[src/rtl/deserializer8_if.sv]
// Serial-in / byte-out handshake bundle for deserializer8.
// The slave modport is the deserializer's own view of the signals.
interface deserializer8_if;
  logic       s_bit;
  logic       s_sof;
  logic       s_valid;
  logic       s_ready;
  logic [7:0] m_data;
  logic       m_valid;
  logic       m_ready;
  logic       sync_err;

  modport master (
    output s_bit, s_sof, s_valid, m_ready,
    input  s_ready, m_data, m_valid, sync_err
  );

  modport slave (
    input  s_bit, s_sof, s_valid, m_ready,
    output s_ready, m_data, m_valid, sync_err
  );
endinterface

[src/rtl/deserializer8.sv]
// Serial-to-byte deserializer with an output register and a one-byte hold slot.
// Bit order is LSB-first by default; define DESER8_MSB_FIRST_EN for MSB-first.
module deserializer8 (
  input  logic clk,
  input  logic rst,
  deserializer8_if.slave ser
);

  logic [7:0] shift_q, shift_d;
  logic [2:0] cnt_q, cnt_d;
  logic       hold_q, hold_d;
  logic [7:0] out_q, out_d;
  logic       mvalid_q, mvalid_d;
  logic       err_q, err_d;

  logic       accept;
  logic       out_free;
  logic [2:0] eff_cnt;
  logic [2:0] pos;
  logic [7:0] byte_w;

  assign ser.s_ready  = ~hold_q;
  assign ser.m_data   = out_q;
  assign ser.m_valid  = mvalid_q;
  assign ser.sync_err = err_q;

  always_comb begin
    accept   = ser.s_valid & ~hold_q;
    out_free = ~mvalid_q | ser.m_ready;
    // A start-of-byte marker restarts assembly at bit 0.
    eff_cnt  = ser.s_sof ? 3'd0 : cnt_q;
`ifdef DESER8_MSB_FIRST_EN
    pos      = 3'd7 - eff_cnt;
`else
    pos      = eff_cnt;
`endif
    byte_w      = (eff_cnt == 3'd0) ? 8'h00 : shift_q;
    byte_w[pos] = ser.s_bit;

    shift_d  = shift_q;
    cnt_d    = cnt_q;
    hold_d   = hold_q;
    out_d    = out_q;
    mvalid_d = mvalid_q & ~ser.m_ready;
    err_d    = 1'b0;

    // Held byte moves into the output register as soon as it frees up.
    if (hold_q && out_free) begin
      out_d    = shift_q;
      mvalid_d = 1'b1;
      hold_d   = 1'b0;
    end

    if (accept) begin
      shift_d = byte_w;
      cnt_d   = eff_cnt + 3'd1;
      err_d   = ser.s_sof & (cnt_q != 3'd0);
      if (eff_cnt == 3'd7) begin
        if (out_free) begin
          out_d    = byte_w;
          mvalid_d = 1'b1;
        end else begin
          hold_d   = 1'b1;
        end
      end
    end
  end

  always_ff @(posedge clk) begin
    if (rst) begin
      shift_q  <= 8'h00;
      cnt_q    <= 3'd0;
      hold_q   <= 1'b0;
      out_q    <= 8'h00;
      mvalid_q <= 1'b0;
      err_q    <= 1'b0;
    end else begin
      shift_q  <= shift_d;
      cnt_q    <= cnt_d;
      hold_q   <= hold_d;
      out_q    <= out_d;
      mvalid_q <= mvalid_d;
      err_q    <= err_d;
    end
  end

endmodule
[src/flat_wrapper.sv]
// flat-port wrapper written by rule: the top's interface ports become plain ports
module deserializer8_flat 
  (clk, rst, ser_s_bit, ser_s_sof, ser_s_valid, ser_m_ready, ser_s_ready, ser_m_data, ser_m_valid, ser_sync_err);
  deserializer8_if ser_i ();
  input  logic clk;
  input  logic rst;
  input wire logic [$bits(ser_i.s_bit)-1:0] ser_s_bit;
  input wire logic [$bits(ser_i.s_sof)-1:0] ser_s_sof;
  input wire logic [$bits(ser_i.s_valid)-1:0] ser_s_valid;
  input wire logic [$bits(ser_i.m_ready)-1:0] ser_m_ready;
  output wire logic [$bits(ser_i.s_ready)-1:0] ser_s_ready;
  output wire logic [$bits(ser_i.m_data)-1:0] ser_m_data;
  output wire logic [$bits(ser_i.m_valid)-1:0] ser_m_valid;
  output wire logic [$bits(ser_i.sync_err)-1:0] ser_sync_err;
  assign ser_i.s_bit = ser_s_bit;
  assign ser_i.s_sof = ser_s_sof;
  assign ser_i.s_valid = ser_s_valid;
  assign ser_i.m_ready = ser_m_ready;
  assign ser_s_ready = ser_i.s_ready;
  assign ser_m_data = ser_i.m_data;
  assign ser_m_valid = ser_i.m_valid;
  assign ser_sync_err = ser_i.sync_err;
  deserializer8 u_core (.clk(clk), .rst(rst), .ser(ser_i));
endmodule
[config.mk]
export PLATFORM = sky130hd
export DESIGN_NAME = deserializer8_flat
export DESIGN_NICKNAME = d
export VERILOG_FILES = /design/src/rtl/deserializer8_if.sv /design/src/rtl/deserializer8.sv /design/src/flat_wrapper.sv
export SDC_FILE = /design/constraint.sdc
export NUM_CORES = 1
export LEC_CHECK = 0
export ABC_AREA = 1
export CORE_MARGIN = 2
export CORE_UTILIZATION = 33
export CTS_CLUSTER_DIAMETER = 80
export DETAILED_ROUTE_END_ITERATION = 7
export PLACE_DENSITY = 0.63
export SLEW_MARGIN = 40
export SYNTH_ARGS = -nofsm -noshare
export SYNTH_HDL_FRONTEND = slang
export SYNTH_SLANG_ARGS = --single-unit
[constraint.sdc]
create_clock -name clk -period 2.4 [get_ports clk]
set_input_delay 0.36 -clock clk [delete_from_list [all_inputs] [get_ports clk]]
set_output_delay 0.36 -clock clk [all_outputs]
set_load 0.005 [all_outputs]
==> results.json <==
{
  "synthTopCellsByCount": "nand2_1 (42), nand3_1 (34), nor2_1 (26)",
  "dp.final_hpwl_mm": 2.006,
  "post-route-period-util_pct": 79.08,
  "die_area_sq_um": 4235,
  "cp_max_fo": 12,
  "drc": 0,
  "grt_max_degree": 18,
  "finClkSkew_ps": 4.053,
  "vias": 1163,
  "synth_top_area_cell": "dfxtp_1",
  "synth_edf_count": 0,
  "crit_family": "buffers and inverters",
  "h-tree-depth": 1,
  "grt_pass1_vias": 1015,
  "yosys_most_used_dff": "dfxtp_1",
  "required_ps": 2610,
  "dr.pass1.iters": 4,
  "hold_buffers": 0,
  "crit_chain": "clkdlybuf4s50_1 > inv_2 > nand2_1 > inv_2 > ha_1 > ha_1 > nand3_4 > clkinv_2 > nand3_1 > nand2_1 > inv_1",
  "synth_most_common_cell": "nand2_1",
  "report.final.slew_viol_count": 0,
  "instances_no_fill": 251,
  "p_int_mw": 0.5526,
  "wl_mm": 2.675,
  "rsz0062_at_grt": "false",
  "drive_above_1_share_pct": 7.882,
  "globalplace.congestion": 0.7953,
  "rows": 22,
  "fmax_mhz": 526.9,
  "io_pins": 17,
  "syn-num-nets": 197,
  "power_density_nw_per_um2": 498.9,
  "wl_per_cell_microns": 10.66,
  "post_cts_buffers": 0,
  "critPathCaptureType": "register",
  "async_flop_share_pct": 0,
  "setup_tns_ps": 0,
  "n_antenna_cell": 0,
  "power.share.sequential_pct": 53.1,
  "p_clk_share_pct": 35.7,
  "clock_sinks": 22,
  "syn_area_sq_um": 1231,
  "swShare_pct": 24.60,
  "startpoint_type": "input pin",
  "period_needed_ps": 1898,
  "ys_seq_area_share_pct": 35.77,
  "drt_iter0_drc": 86,
  "fp.dieH_microns": 65.08,
  "avgSynthCellArea_sq_um": 6.514,
  "setup_viol": 0,
  "p_switching_mw": 0.1803,
  "antenna_found_initial": 0,
  "clkLatencyLatePin_ps": 260,
  "postCtsResizedCells": 0,
  "dp_cells": 247,
  "outcome": "finished clean",
  "post-synth-top-area-fraction_pct": 35.77,
  "coreArea_sq_um": 3633,
  "slowest_stage": "clkdlybuf4s50_1",
  "vias_per_cell": 4.633,
  "worstMarginPinSlew_ps": 459.0,
  "hold_viol": 0,
  "relSlewSlack_pct": 69.36,
  "numCtsBuffers": 3,
  "p_leak_nw": 0.7516,
  "nets": 212,
  "synth.distinct_cells": 22,
  "clockBufferDepth": 2,
  "irDropWorstVdd_v": 0.0002716,
  "cp.arrival_ps": 2100,
  "initial_core_util_pct": 33.88,
  "cp_num_buf_inv": 5,
  "cts.clk_slew.worst_paths_ps": 80,
  "ctsRootBufferMaster": "clkbuf_8",
  "synth_warnings": 0,
  "combPwrFrac_pct": 11.2,
  "grt_first_pass_wirelength_mm": 4.767,
  "grtUsageTotal_pct": 14.11,
  "port_buffers": 16,
  "worst_path_largest_cell_delay_ps": 530,
  "hold_path_class": "register to register",
  "synthCells": 189,
  "grt.overflow.total": 0,
  "die_x_microns": 65.08,
  "critical_path_class": "input pin to register",
  "ant_nets": 0,
  "maxCapViolCount": 0,
  "synth_area_leaders": "dfxtp_1 (36%), nand3_1 (14%), nand2_1 (13%), nor2_1 (7.9%), inv_1 (7.6%)",
  "area.growth.synth_to_final_pct": 19.31,
  "cts_tree": "yes",
  "ys_ff_latch": 22
}
[stage by stage]
| stage | hold WS, ps | worst slack, ps | power, mW | area [sq um] | util, % |
|---|---|---|---|---|---|
| finish | 557.7 | 502.1 | 0.7329 | 1469 | 40.43 |
| global route | 581.3 | 317.2 | 0.7786 | 1469 | 40.43 |
| CTS | 557.7 | 488.9 | 0.7430 | 1469 | 40.43 |
| detailed placement | 544.5 | 224.2 | 0.4790 | 1414 | 38.91 |
| global placement | 534.6 | 253.5 | 0.4790 | 1414 | 38.91 |
| floorplan | 485.3 | 845.8 | 0.4526 | 1231 | - |
[power by group through the flow]
| stage | logic, mW | clock network [mW] | registers, mW |
|---|---|---|---|
| global placement | 0.0815 | 0 | 0.398 |
| global route | 0.0935 | 0.294 | 0.391 |
| CTS | 0.0817 | 0.272 | 0.389 |
| detailed placement | 0.0814 | 0 | 0.398 |
| finish | 0.0818 | 0.262 | 0.389 |
| floorplan | 0.0601 | 0 | 0.392 |
[layer usage]
layer / up-vias / track usage [%] / routed length (microns)
met2: 25 / 21.91 / 1211
met3: 2 / 1.736 / 86
met1: 511 / 20.19 / 1348
met5: - / 0 / 0
met4: 0 / 4.688 / 28
li1: 625 / - / -
[tightest hold or removal path: stages (launching register included)]
cell and delay (ps):
dfxtp_1 360, inv_1 100, a21oi_1 60
[placed cells by master, fill, tap and decap left out]
cell type	Yosys	layout
o21ai_1	2	2
nand3_4	1	1
clkinv_1	3	3
nand4_1	2	2
a21oi_1	5	5
clkdlybuf4s50_1	0	16
nor2_2	1	1
clkinv_2	1	1
nor2_1	26	26
nand3_1	34	34
nand2_1	42	42
ha_1	2	2
o21ai_0	6	6
nor2_8	1	1
dfxtp_1	22	22
nand3_2	4	4
nand2_2	1	1
nor3_1	2	2
clkbuf_8	0	4
inv_1	25	25
buf_4	0	1
inv_2	2	2
[cells by family after synthesis]
| logic type | synth area share [%] |
|---|---|
| adders and majority gates | 2.032 |
| DFF | 35.77 |
| AOI/OAI and AO/OA | 5.284 |
| and+or+nand+nor | 43.70 |
| buffers and inverters | 13.21 |
[final cells by class]
| cell class | instances | area [sq um] |
|---|---|---|
| Clock buffer | 4 | 55.05 |
| Fill cell | 387 | 2165 |
| Inverter | 31 | 117.6 |
| Multi-Input combinational cell | 129 | 628.1 |
| Sequential cell | 22 | 440.4 |
| Tap cell | 48 | 60.06 |
| Timing Repair Buffer | 17 | 167.7 |
[registers in the layout (all words and copies together) (netlist names)]
| name | flops |
|---|---|
| u_core.ser.m_data | 8 |
| u_core.shift_q | 8 |
| u_core.cnt_q | 3 |
| u_core.hold_q | 1 |
| u_core.ser.m_valid | 1 |
| u_core.ser.sync_err | 1 |
[worst paths after layout]
path / depth (start not counted) / endpoint / slack, ps / startpoint
setup / recovery: 11 / u_core.ser.m_data[7]$_SDFF_PP0_ / 500 / ser_s_sof
hold / removal: 2 / u_core.cnt_q[2]$_SDFFE_PP0P_ / 560 / u_core.cnt_q[2]$_SDFFE_PP0P_
setup reg to reg: 9 / u_core.ser.m_data[7]$_SDFF_PP0_ / 730 / u_core.cnt_q[0]$_SDFFE_PP0P_
hold reg to reg: 2 / u_core.cnt_q[2]$_SDFFE_PP0P_ / 560 / u_core.cnt_q[2]$_SDFFE_PP0P_
Power figures use the tool's default switching activity.
